## src/rtl/bus_arb_if.sv

```systemverilog
// Signal bundle between the two bus masters, the arbiter and the shared system bus.
// slave = arbiter view; master = view of the masters and bus devices around it.
interface bus_arb_if;
  logic        m0_stb;
  logic        m0_we;
  logic [21:0] m0_addr;
  logic [31:0] m0_dout;
  logic [31:0] m0_din;
  logic        m0_ack;
  logic        m0_err;

  logic        m1_stb;
  logic        m1_we;
  logic [21:0] m1_addr;
  logic [31:0] m1_dout;
  logic [31:0] m1_din;
  logic        m1_ack;
  logic        m1_err;

  logic        bus_stb;
  logic        bus_we;
  logic [21:0] bus_addr;
  logic [31:0] bus_dout;
  logic [31:0] bus_din;
  logic        bus_ack;

  modport slave (
    input  m0_stb, m0_we, m0_addr, m0_dout,
    output m0_din, m0_ack, m0_err,
    input  m1_stb, m1_we, m1_addr, m1_dout,
    output m1_din, m1_ack, m1_err,
    output bus_stb, bus_we, bus_addr, bus_dout,
    input  bus_din, bus_ack
  );

  modport master (
    output m0_stb, m0_we, m0_addr, m0_dout,
    input  m0_din, m0_ack, m0_err,
    output m1_stb, m1_we, m1_addr, m1_dout,
    input  m1_din, m1_ack, m1_err,
    input  bus_stb, bus_we, bus_addr, bus_dout,
    output bus_din, bus_ack
  );
endinterface

```

## src/rtl/bus_arb.sv

```systemverilog
// Two-master round-robin bus arbiter with a per-transaction timeout that returns an error ack.
// Grant costs one cycle; data and ack pass through combinationally; owner holds the bus until ack/drop/timeout.
module bus_arb #(
  parameter int unsigned TIMEOUT_CYCLES = 1023
) (
  input  logic       i_clk,
  input  logic       i_rst_n,
  bus_arb_if.slave   bif,
  output logic [1:0] o_grant,
  output logic [7:0] o_err_cnt
);
  // Encoding doubles as the one-hot grant vector.
  typedef enum logic [1:0] {
    ST_IDLE = 2'b00,
    ST_OWN0 = 2'b01,
    ST_OWN1 = 2'b10
  } state_t;

  localparam logic [15:0] LP_LAST_WAIT = 16'(TIMEOUT_CYCLES - 1);

  state_t      r_state;
  state_t      w_next;
  logic        r_last;
  logic [15:0] r_wait;
  logic [7:0]  r_err_cnt;

  logic w_own;
  logic w_own_stb;
  logic w_timeout;
  logic w_exit;

  assign w_own     = (r_state != ST_IDLE);
  assign w_own_stb = (r_state == ST_OWN1) ? bif.m1_stb : bif.m0_stb;
  // A real ack in the final wait cycle beats the timeout.
  assign w_timeout = w_own && w_own_stb && !bif.bus_ack && (r_wait == LP_LAST_WAIT);
  assign w_exit    = w_own && (bif.bus_ack || !w_own_stb || w_timeout);

  always_ff @(posedge i_clk or negedge i_rst_n) begin
    if (!i_rst_n) begin
      r_state <= ST_IDLE;
    end else begin
      r_state <= w_next;
    end
  end

  always_comb begin
    w_next = r_state;
    case (r_state)
      ST_IDLE: begin
        if (bif.m0_stb && bif.m1_stb) begin
          w_next = r_last ? ST_OWN0 : ST_OWN1;
        end else if (bif.m0_stb) begin
          w_next = ST_OWN0;
        end else if (bif.m1_stb) begin
          w_next = ST_OWN1;
        end
      end
      ST_OWN0, ST_OWN1: begin
        if (w_exit) begin
          w_next = ST_IDLE;
        end
      end
      default: w_next = ST_IDLE;
    endcase
  end

  always_ff @(posedge i_clk or negedge i_rst_n) begin
    if (!i_rst_n) begin
      r_last    <= 1'b1;
      r_wait    <= '0;
      r_err_cnt <= '0;
    end else begin
      r_wait <= w_own ? r_wait + 16'd1 : 16'd0;
      if (w_exit) begin
        r_last <= (r_state == ST_OWN1);
      end
      if (w_timeout && (r_err_cnt != 8'hFF)) begin
        r_err_cnt <= r_err_cnt + 8'd1;
      end
    end
  end

  always_comb begin
    bif.bus_stb  = 1'b0;
    bif.bus_we   = 1'b0;
    bif.bus_addr = '0;
    bif.bus_dout = '0;
    bif.m0_din   = '0;
    bif.m0_ack   = 1'b0;
    bif.m0_err   = 1'b0;
    bif.m1_din   = '0;
    bif.m1_ack   = 1'b0;
    bif.m1_err   = 1'b0;
    case (r_state)
      ST_OWN0: begin
        bif.bus_stb  = bif.m0_stb & ~w_timeout;
        bif.bus_we   = bif.m0_we;
        bif.bus_addr = bif.m0_addr;
        bif.bus_dout = bif.m0_dout;
        bif.m0_din   = w_timeout ? 32'h0 : bif.bus_din;
        bif.m0_ack   = bif.bus_ack | w_timeout;
        bif.m0_err   = w_timeout;
      end
      ST_OWN1: begin
        bif.bus_stb  = bif.m1_stb & ~w_timeout;
        bif.bus_we   = bif.m1_we;
        bif.bus_addr = bif.m1_addr;
        bif.bus_dout = bif.m1_dout;
        bif.m1_din   = w_timeout ? 32'h0 : bif.bus_din;
        bif.m1_ack   = bif.bus_ack | w_timeout;
        bif.m1_err   = w_timeout;
      end
      default: ;
    endcase
  end

  assign o_grant   = r_state;
  assign o_err_cnt = r_err_cnt;
endmodule

```

## src/flat_wrapper.sv

```systemverilog
// flat-port wrapper written by rule: the top's interface ports become plain ports
module bus_arb_flat 
#(
  parameter int unsigned TIMEOUT_CYCLES = 1023
)
  (i_clk, i_rst_n, o_grant, o_err_cnt, bif_m0_stb, bif_m0_we, bif_m0_addr, bif_m0_dout, bif_m0_din, bif_m0_ack, bif_m0_err, bif_m1_stb, bif_m1_we, bif_m1_addr, bif_m1_dout, bif_m1_din, bif_m1_ack, bif_m1_err, bif_bus_stb, bif_bus_we, bif_bus_addr, bif_bus_dout, bif_bus_din, bif_bus_ack);
  bus_arb_if bif_i ();
  input  logic i_clk;
  input  logic i_rst_n;
  output logic [1:0] o_grant;
  output logic [7:0] o_err_cnt;
  input wire logic [$bits(bif_i.m0_stb)-1:0] bif_m0_stb;
  input wire logic [$bits(bif_i.m0_we)-1:0] bif_m0_we;
  input wire logic [$bits(bif_i.m0_addr)-1:0] bif_m0_addr;
  input wire logic [$bits(bif_i.m0_dout)-1:0] bif_m0_dout;
  output wire logic [$bits(bif_i.m0_din)-1:0] bif_m0_din;
  output wire logic [$bits(bif_i.m0_ack)-1:0] bif_m0_ack;
  output wire logic [$bits(bif_i.m0_err)-1:0] bif_m0_err;
  input wire logic [$bits(bif_i.m1_stb)-1:0] bif_m1_stb;
  input wire logic [$bits(bif_i.m1_we)-1:0] bif_m1_we;
  input wire logic [$bits(bif_i.m1_addr)-1:0] bif_m1_addr;
  input wire logic [$bits(bif_i.m1_dout)-1:0] bif_m1_dout;
  output wire logic [$bits(bif_i.m1_din)-1:0] bif_m1_din;
  output wire logic [$bits(bif_i.m1_ack)-1:0] bif_m1_ack;
  output wire logic [$bits(bif_i.m1_err)-1:0] bif_m1_err;
  output wire logic [$bits(bif_i.bus_stb)-1:0] bif_bus_stb;
  output wire logic [$bits(bif_i.bus_we)-1:0] bif_bus_we;
  output wire logic [$bits(bif_i.bus_addr)-1:0] bif_bus_addr;
  output wire logic [$bits(bif_i.bus_dout)-1:0] bif_bus_dout;
  input wire logic [$bits(bif_i.bus_din)-1:0] bif_bus_din;
  input wire logic [$bits(bif_i.bus_ack)-1:0] bif_bus_ack;
  assign bif_i.m0_stb = bif_m0_stb;
  assign bif_i.m0_we = bif_m0_we;
  assign bif_i.m0_addr = bif_m0_addr;
  assign bif_i.m0_dout = bif_m0_dout;
  assign bif_m0_din = bif_i.m0_din;
  assign bif_m0_ack = bif_i.m0_ack;
  assign bif_m0_err = bif_i.m0_err;
  assign bif_i.m1_stb = bif_m1_stb;
  assign bif_i.m1_we = bif_m1_we;
  assign bif_i.m1_addr = bif_m1_addr;
  assign bif_i.m1_dout = bif_m1_dout;
  assign bif_m1_din = bif_i.m1_din;
  assign bif_m1_ack = bif_i.m1_ack;
  assign bif_m1_err = bif_i.m1_err;
  assign bif_bus_stb = bif_i.bus_stb;
  assign bif_bus_we = bif_i.bus_we;
  assign bif_bus_addr = bif_i.bus_addr;
  assign bif_bus_dout = bif_i.bus_dout;
  assign bif_i.bus_din = bif_bus_din;
  assign bif_i.bus_ack = bif_bus_ack;
  bus_arb #(.TIMEOUT_CYCLES(TIMEOUT_CYCLES)) u_core (.i_clk(i_clk), .i_rst_n(i_rst_n), .bif(bif_i), .o_grant(o_grant), .o_err_cnt(o_err_cnt));
endmodule
```

## config.mk

```make
export PLATFORM = sky130hd
export DESIGN_NAME = bus_arb_flat
export DESIGN_NICKNAME = d
export VERILOG_FILES = /design/src/rtl/bus_arb_if.sv /design/src/rtl/bus_arb.sv /design/src/flat_wrapper.sv
export SDC_FILE = /design/constraint.sdc
export NUM_CORES = 1
export LEC_CHECK = 0
export CORE_AREA = 2 2 108 110
export DETAILED_ROUTE_END_ITERATION = 8
export DIE_AREA = 0 0 110 112
export GPL_TIMING_DRIVEN = 1
export PLACE_DENSITY = 0.68
export SYNTH_ARGS = -nofsm -noshare
export SYNTH_HDL_FRONTEND = slang
export SYNTH_SLANG_ARGS = --single-unit
```

## constraint.sdc

```tcl
create_clock -name i_clk -period 4 [get_ports i_clk]
set_clock_uncertainty 0.15 [all_clocks]
set_input_delay 0.4 -clock i_clk [delete_from_list [all_inputs] [get_ports i_clk]]
set_output_delay 0.4 -clock i_clk [all_outputs]
set_load 0.05 [all_outputs]
```

# Yosys cells after proc, flatten, opt, wreduce, memory -nomap -nowiden
# Index checks and enable logic that the tools add are counted.
# word_totals
regBits	27
mem_bits_rw	0
mem_count	0
output_inout_bits	134
latch_bits	0
rom_bits	0
# classes
bitwise	4
n_div	0
mux	19
mul	0
addsub	2
n_shift	0
n_reduce_logical	14
magnitude_cmp	0
n_eq_ne	6
# op_table
operator	count
two-way mux 32 bit	3
one-hot mux 32 bit (2 select lines)	1
one-hot mux 22 bit (2 select lines)	1
adder 16 x 1 -> 16 bit, second input constant	1
== test 16 x 10 -> 1 bit, second input constant	1
two-way mux 16 bit	1
two-way mux 2 bit	5
adder 8 x 1 -> 8 bit, second input constant	1
!= test 8 bit, second input constant	1
logical AND 1 bit	6
two-way mux 1 bit	5
!= test 4 x 3 -> 1 bit, second input constant	1
one-hot mux 1 bit (2 select lines)	2
one-hot mux 2 bit (2 select lines)	1
bitwise AND 1 bit	2
== test 2 x 1 -> 1 bit, second input constant	1
== test 2 bit, second input constant	1
logical NOT 1 bit	2
logical NOT 2 bit	1
logical OR 1 bit	2
!= test 2 x 1 -> 1 bit, second input constant	1
AND reduction 2 bit	1
nonzero test 2 bit	1
OR reduction 2 bit	1
other kinds (2)	2

# Depth between registers and ports, before layout
# Gate-level depths: netlist of run 1.
# depth
word_depth	9
depth_mapped	9
ltp_nobuf	7

# Worst setup path before layout of run 1
# Ideal clock, no wire load.
# synth_path
path_type	register -> output
start	reg u_core.r_state[0], in the netlist u_core.o_grant[0]
end	out bif_bus_stb
required_ps	3450
stages_incl_launch_ff	9
arrival_time_ps	2988
path_slack_ps	462
path_buffers	2
cell_sequence	dfrtp_1 > inv_1 > ha_1 > buf_6 > mux2i_1 > nor2_1 > and3_1 > buf_2 > nor3b_1
# synth_via
elab_chain_cells	8
elab_cells_between_ends	11
classes_between	eq/ne (2); mux (2); bitwise (3); reduce/logical (4)
# synth_rtl
item	line_no	source
from (decl)	bus_arb.sv:21	state_t r_state;
from (signal assigned)	bus_arb.sv:42	r_state <= w_next;
== test 2 bit	bus_arb.sv:33, bus_arb.sv:94	
two-way mux 1 bit	bus_arb.sv:33	assign w_own_stb = (r_state == ST_OWN1) ? bif.m1_stb : bif.m0_stb;
logical AND 1 bit (3 in a row)	bus_arb.sv:35	assign w_timeout = w_own && w_own_stb && !bif.bus_ack && (r_wait == LP_LAST_WAIT);
inverter 1 bit	bus_arb.sv:96, bus_arb.sv:105	
bitwise AND 1 bit, on equally long branches	bus_arb.sv:105, bus_arb.sv:96	
one-hot mux 1 bit (2 select lines) *	bus_arb.sv:94	case (r_state)
to (decl)	flat_wrapper.sv:26	output wire logic [$bits(bif_i.bus_stb)-1:0] bif_bus_stb;
# Every way passes the cells marked *; elsewhere a longest branch is shown, timed or not.

# Final worst setup path of run 1
# layout_path
start	reg u_core.r_wait[0]
end	out bif_m1_din[16]
# layout_via
elab_chain_cells	4
# layout_rtl
item	line_no	source
from (decl)	bus_arb.sv:24	logic [15:0] r_wait;
from (signal assigned)	bus_arb.sv:73	r_wait <= w_own ? r_wait + 16'd1 : 16'd0;
== test 16 x 10 -> 1 bit	bus_arb.sv:35	
logical AND 1 bit	bus_arb.sv:35	
two-way mux 32 bit	bus_arb.sv:109	bif.m1_din = w_timeout ? 32'h0 : bif.bus_din;
two-way mux 32 bit	bus_arb.sv:94	
to (decl)	flat_wrapper.sv:23	output wire logic [$bits(bif_i.m1_din)-1:0] bif_m1_din;
# Every way passes these cells.

==> impl_metrics.ini, run 1 <==
[run_status]
status = finished clean

[setup_path]
critical_path.slowest_cell = clkdlybuf4s50_1
critical-path-max-stage-delay_ns = 0.72
timing_worst_setup_path_type = reg2out
required_ns = 3.45
timing.critical_path.cells = inv_1, ha_1, or4b_4, nor4_4, nand2_2, buf_12, and3_1, clkdlybuf4s50_1
critical_path.n_buffers_inverters = 3
timing.critical_path.arrival_ns = 2.97
cpLargestDelayFamily = simple AND/OR/NAND/NOR gates
setup.worst_path.start_class = flop
crit_fanout = 68
worst_setup_path_end_kind = output pin

[cells_and_area]
antenna-diode-count = 0
fin_util_pct = 51.0
design_area_sq_mm = 0.00569
final_net_count = 758
drive_above_1_share_pct = 4.97
num-fill-cells = 1060
synthToLayoutAreaGrowth_pct = 108

[logic_synthesis]
post_synthesis_net_count = 502
netlist_area_before_placement_sq_mm = 0.00274
main_combinational_cell_family_by_area_after_synthesis = simple AND/OR/NAND/NOR gates
synth_cells = 349
post_synth_xor_area_fraction_pct = 5.43
yosys.cell_types.count = 39
post_synth_and_or_nand_nor_area_fraction_pct = 39.9
synth_edf_count = 0
syn_avg_cell_area_sq_um = 7.86
fraction_of_the_mapped_netlist_area_in_adder_cells_pct = 2.74
yosys-mux-area-fraction_pct = 1.60
async_reset_ff_share_pct = 100
synth_top_flop_cell = dfrtp_1
synth.ff_latch_count = 27
synth-warning-count = 0
ys_seq_area_share_pct = 24.7
post_synthesis_compound_gate_area_fraction_pct = 18.7

[detailed_routing]
drt_wl_total_microns = 14000
wl_met1_microns = 5500
drt.antenna.violating_nets = 0
detailroute.via_count = 3689
post_route_drc_violation_count = 0
highest-signal-layer = met5
detail_route.first_pass.iterations = 4
met3_length_microns = 2030
drtIter0Drc = 275
post_drt_wl_per_cell_microns = 18.8
vias_per_cell = 4.94
dr_wl_met2_microns = 6290

[clock_network]
tritoncts_num_sinks = 27
post_cts_setup_buffer_count = 0
h-tree-depth = 1
cts-hold-fix-buffers = 0
number_of_cells_upsized_or_downsized_after_cts = 0
cts_buffer_depth = 2
worst_skew_pair.late_latency_ns = 0.26
cts_tree = done
cts.clk_slew.worst_paths_ns = 0.06
cts-buffers-inserted = 3
cts.root.buffer_cell = clkbuf_16

[floorplanning]
rows = 39
fp.dieArea_sq_mm = 0.0123
core-area_sq_mm = 0.0112
die_w_microns = 110
dieHeight_microns = 112
ioPinCount = 281
start_util_pct = 24.6

[timing]
setup-violations-final = 0
fin_crit_sh_pct = 87.9
setup_tns_ns = 0
final-max-slew-violation-count = 0
grt_setup_unrepaired = false
transition_at_the_pin_with_the_smallest_max_transition_slack_ns = 0.842
final-hold-violation-count = 0
fin_crit_ns = 3.52
clock.fmax_ghz = 0.284
timing.max_slew.rel_slack_pct = 43.8

[power_and_ir_drop]
switching_share_pct = 56.5
power_switching_uw = 1830
static-leakage-power_uw = 0.00231
vdd_drop_max_mv = 0.324
p_total_uw = 3240
p_seq_share_pct = 9.9
internal_uw = 1410
clockPowerShare_pct = 6.9
power-per-cell-area_mw_per_mm2 = 569
power.share.combinational_pct = 83.1

[global_route]
first_pass_grt_wire_length_microns = 20200
maximum_number_of_pins_on_one_net_before_global_route_repair = 91
number_of_antenna_violations_at_the_first_check_in_global_routing = 4
vias_in_the_first_global_route = 3522
grt_use_total_pct = 21.3
globalRoute.totalOverflow = 0

[place]
gp_congestion = 0.854
post_detail_place_hpwl_microns = 11200
number_of_buffers_added_on_ports = 280
detailed_place.area_sq_mm = 0.00562

[job]
max-cap-violations = 0

[hold_path]
hold_path_class = in2async
## logic make-up (layout without fill, tap and decap cells)
kind of cell	Yosys count	in the layout
AND/OR/NAND/NOR	183	183
buffers and inverters	42	297
AO/OA/AOI/OAI	70	70
XOR/XNOR	17	17
flip-flops	27	27
multiplexers	4	4
adder cells (fa/ha/maj)	6	6
## layout by cell type, fill, tap and decap left out, drive strengths merged, types with 3 or more instances in the layout
| cell | synthesis | routed |
|---|---|---|
| o21ai | 3 | 3 |
| a22oi | 55 | 55 |
| nand2 | 8 | 8 |
| dfrtp | 26 | 26 |
| mux2 | 3 | 3 |
| ha | 6 | 6 |
| nor3 | 3 | 3 |
| a21oi | 5 | 5 |
| inv | 6 | 6 |
| nor2b | 55 | 55 |
| buf | 6 | 16 |
| clkdlybuf4s50 | 0 | 271 |
| xnor2 | 5 | 5 |
| clkbuf | 30 | 4 |
| nand3 | 8 | 8 |
| xor2 | 12 | 12 |
| and3 | 69 | 69 |
| nor2 | 23 | 23 |
| nand4 | 5 | 5 |
## layout make-up
| type | count | area (sq um) | share of cell area (%) |
|---|---|---|---|
| Timing Repair Buffer | 287 | 2860 | 50.2 |
| Multi-Input combinational cell | 280 | 1880 | 33.0 |
| Sequential cell | 27 | 677 | 11.9 |
| Tap cell | 143 | 179 | 3.14 |
| Clock buffer | 4 | 78.8 | 1.38 |
| Inverter | 6 | 22.5 | 0.396 |
## cells in the mapped netlist (2+ instances only)
library cell,number,share of area (%)
a21oi_1,5,0.91
a22oi_1,55,15
and2_1,2,0.46
and3_1,69,16
buf_6,4,1.6
clkbuf_1,30,4.1
dfrtp_1,26,24
ha_1,6,2.7
inv_1,6,0.82
mux2_2,2,0.82
nand2_1,7,0.96
nand2b_1,2,0.46
nand3_1,8,1.5
nand4_1,5,1.1
nor2_1,23,3.1
nor2b_1,55,13
nor3_2,2,0.73
o21a_1,2,0.55
o21ai_0,3,0.55
or3_1,2,0.46
or4_1,2,0.55
xnor2_1,5,1.6
xor2_1,12,3.8
## per-layer routing
| metal | global-route usage (%) | up-vias |
|---|---|---|
| li1 | - | 1764 |
| met1 | 27.6 | 1715 |
| met2 | 33.4 | 182 |
| met3 | 10.0 | 20 |
| met5 | 0 | - |
| met4 | 2.28 | 8 |
## registers in the layout, summed over array words and instances, names as in the netlist
signal,count
u_core.r_wait,16
u_core.o_err_cnt,8
u_core.o_grant,2
u_core.r_last,1
## power by group through the flow
stage	clock network [uW]	registers (uW)	logic, uW
5_1_grt	243	326	2840
3_5_place_dp	0	328	2710
6_report	225	322	2690
4_1_cts	231	322	2720
3_3_place_gp	0	327	2680
2_1_floorplan	0	347	1790
## worst paths after layout
| path | from | slack, ns | end | depth (start not counted) |
|---|---|---|---|---|
| worst max-delay path | u_core.r_wait[0]$_DFF_PN0_ | 0.48 | bif_m1_din[16] | 8 |
| worst min-delay path | i_rst_n | 0.36 | u_core.o_err_cnt[1]$_DFFE_PN0P_ | 2 |
| worst max register to register | u_core.r_wait[0]$_DFF_PN0_ | 1.50 | u_core.r_last$_DFFE_PN1P_ | 8 |
| worst min register to register | u_core.o_err_cnt[5]$_DFFE_PN0P_ | 0.37 | u_core.o_err_cnt[5]$_DFFE_PN0P_ | 1 |
| max in group asynchronous | i_rst_n | 3.03 | u_core.r_last$_DFFE_PN1P_ | 2 |
| min in group i_clk | u_core.o_err_cnt[5]$_DFFE_PN0P_ | 0.37 | u_core.o_err_cnt[5]$_DFFE_PN0P_ | 1 |
## per-stage QoR
step	hold WS [ns]	setup slack, ns	instances
2_1_floorplan	-0.0456	0.462	349
3_3_place_gp	0.352	0.791	743
3_5_place_dp	0.356	0.760	743
4_1_cts	0.369	0.487	747
5_1_grt	0.391	0.341	747
6_report	0.359	0.485	747
No activity file was read; power rests on OpenSTA's default activity.
==> run 2: changes to the inputs <==
--- a/constraint.sdc
+++ b/constraint.sdc
@@ -3,3 +3,3 @@
 set_input_delay 0.4 -clock i_clk [delete_from_list [all_inputs] [get_ports i_clk]]
 set_output_delay 0.4 -clock i_clk [all_outputs]
-set_load 0.05 [all_outputs]
+set_load 0.005 [all_outputs]
==> impl_metrics.ini, run 2 (synthesis gave the netlist of run 1 again) <==
[run_status]
status = finished clean

[setup_path]
setup.worst_path.start_class = flop
critical-path-max-stage-delay_ns = 0.54
timing.critical_path.cells = inv_1, ha_1, or4_1, nor2_1, nand2_2, buf_4, and3_1, clkdlybuf4s50_1
required_ns = 3.45
critical_path.slowest_cell = or4_1
crit_fanout = 65
r2r_cells = 7
worst_setup_path_end_kind = output pin
timing.critical_path.arrival_ns = 2.95
timing_worst_setup_path_type = reg2out

[cells_and_area]
layout_commonest_cell = clkdlybuf4s50_1
fin_util_pct = 51.2
regMostFlops = u_core.r_wait
synthToLayoutAreaGrowth_pct = 108
largest_register_ff_count = 16
num-fill-cells = 1037
final_net_count = 758
drive_above_1_share_pct = 3.64
final_cell_mix = 280 x clkdlybuf4s50_1, 69 x and3_1, 55 x a22oi_1, 55 x nor2b_1, 26 x dfrtp_1

[global_route]
first_pass_grt_wire_length_microns = 20300
grt_use_total_pct = 21.3
number_of_antenna_violations_at_the_first_check_in_global_routing = 5
maximum_number_of_pins_on_one_net_before_global_route_repair = 91
vias_in_the_first_global_route = 3518
globalRoute.totalOverflow = 0

[hold_path]
min_path_cells = 1
hold_path_class = reg2reg

[clock_network]
worst_skew_pair.late_latency_ns = 0.26
cts-buffers-inserted = 3
post_cts_setup_buffer_count = 0
cts.clk_slew.worst_paths_ns = 0.07
cts.root.buffer_cell = clkbuf_16
cts_tree = done
h-tree-depth = 1
cts-hold-fix-buffers = 0
number_of_cells_upsized_or_downsized_after_cts = 0
cts_buffer_depth = 2
tritoncts_num_sinks = 27

[power_and_ir_drop]
vdd_drop_max_mv = 0.282
power-per-cell-area_mw_per_mm2 = 390
static-leakage-power_uw = 0.00230

[detailed_routing]
drt_wl_total_microns = 14100
detail_route.first_pass.iterations = 5
vias_per_cell = 4.89
drtIter0Drc = 306
drt.antenna.violating_nets = 0
detailroute.via_count = 3666
post_route_drc_violation_count = 0
post_drt_wl_per_cell_microns = 18.8

[timing]
setup_tns_ns = 0
grt_setup_unrepaired = false
timing.max_slew.rel_slack_pct = 42.7
final-max-slew-violation-count = 0
transition_at_the_pin_with_the_smallest_max_transition_slack_ns = 0.860
fin_crit_sh_pct = 87.6
setup-violations-final = 0
final-hold-violation-count = 0
fin_crit_ns = 3.50
clock.fmax_ghz = 0.285

[place]
post_detail_place_hpwl_microns = 11100
number_of_buffers_added_on_ports = 280
gp_congestion = 0.839

[floorplanning]
rows = 39
start_util_pct = 24.6
fp.dieArea_sq_mm = 0.0123
ioPinCount = 281
core-area_sq_mm = 0.0112
die_w_microns = 110
dieHeight_microns = 112

[job]
max-cap-violations = 0
## run 2: cell type report
| class | instances | area (sq um) | area share, % |
|---|---|---|---|
| Antenna cell | 3 | 7.51 | 0.131 |
| Clock buffer | 3 | 75.1 | 1.31 |
| Clock inverter | 1 | 5.00 | 0.0875 |
| Inverter | 6 | 22.5 | 0.394 |
| Multi-Input combinational cell | 280 | 1880 | 32.9 |
| Sequential cell | 27 | 677 | 11.8 |
| Tap cell | 143 | 179 | 3.13 |
| Timing Repair Buffer | 287 | 2880 | 50.3 |
## run 2: path summary, 6_finish.rpt
kind / startpoint / end / slack (ns)
max in group asynchronous: i_rst_n / u_core.r_last$_DFFE_PN1P_ / 2.77
worst min register to register: u_core.o_err_cnt[5]$_DFFE_PN0P_ / u_core.o_err_cnt[5]$_DFFE_PN0P_ / 0.35
worst max register to register: u_core.o_grant[0]$_DFFE_PN0P_ / u_core.o_err_cnt[6]$_DFFE_PN0P_ / 1.47
worst max-delay path: u_core.o_grant[0]$_DFFE_PN0P_ / bif_m0_din[0] / 0.50
min in group asynchronous: i_rst_n / u_core.o_err_cnt[2]$_DFFE_PN0P_ / 0.38
worst min-delay path: u_core.o_err_cnt[5]$_DFFE_PN0P_ / u_core.o_err_cnt[5]$_DFFE_PN0P_ / 0.35
## run 2: metal layers
| metal | GRT usage (%) | part of all wire [%] | up-vias | wire (microns) |
|---|---|---|---|---|
| li1 | - | - | 1765 | - |
| met1 | 28.3 | 42 | 1702 | 5890 |
| met2 | 33.8 | 45 | 183 | 6390 |
| met3 | 8.96 | 12 | 12 | 1750 |
| met4 | 1.18 | 0.56 | 4 | 79 |
| met5 | 0 | 0.16 | - | 22 |
## run 2: per-stage QoR
step / std cells / area [sq um] / power, uW / hold slack [ns] / setup WS (ns)
2_1_floorplan: 349 / 2740 / 1110 / -0.0456 / 1.51
3_3_place_gp: 742 / 5620 / 1990 / 0.341 / 0.824
3_5_place_dp: 742 / 5620 / 2010 / 0.340 / 0.811
4_1_cts: 746 / 5700 / 2250 / 0.349 / 0.504
5_1_grt: 747 / 5710 / 2390 / 0.372 / 0.336
6_report: 750 / 5720 / 2230 / 0.348 / 0.496
## run 2: worst max-delay path: cells and delay by family, from the launching register on
kind | cells | cell delay [ns]
AND/OR/NAND/NOR | 4 | 1.15
buffers and inverters | 3 | 0.87
adder cells (fa/ha/maj) | 1 | 0.22
flip-flops | 1 | 0.42
## run 2: power by group
group	total (uW)	leakage, uW	internal [uW]	switching (uW)
registers	324	0.000369	299	25.4
logic	1680	0.00189	985	692
clock network	228	0.0000409	135	93.3
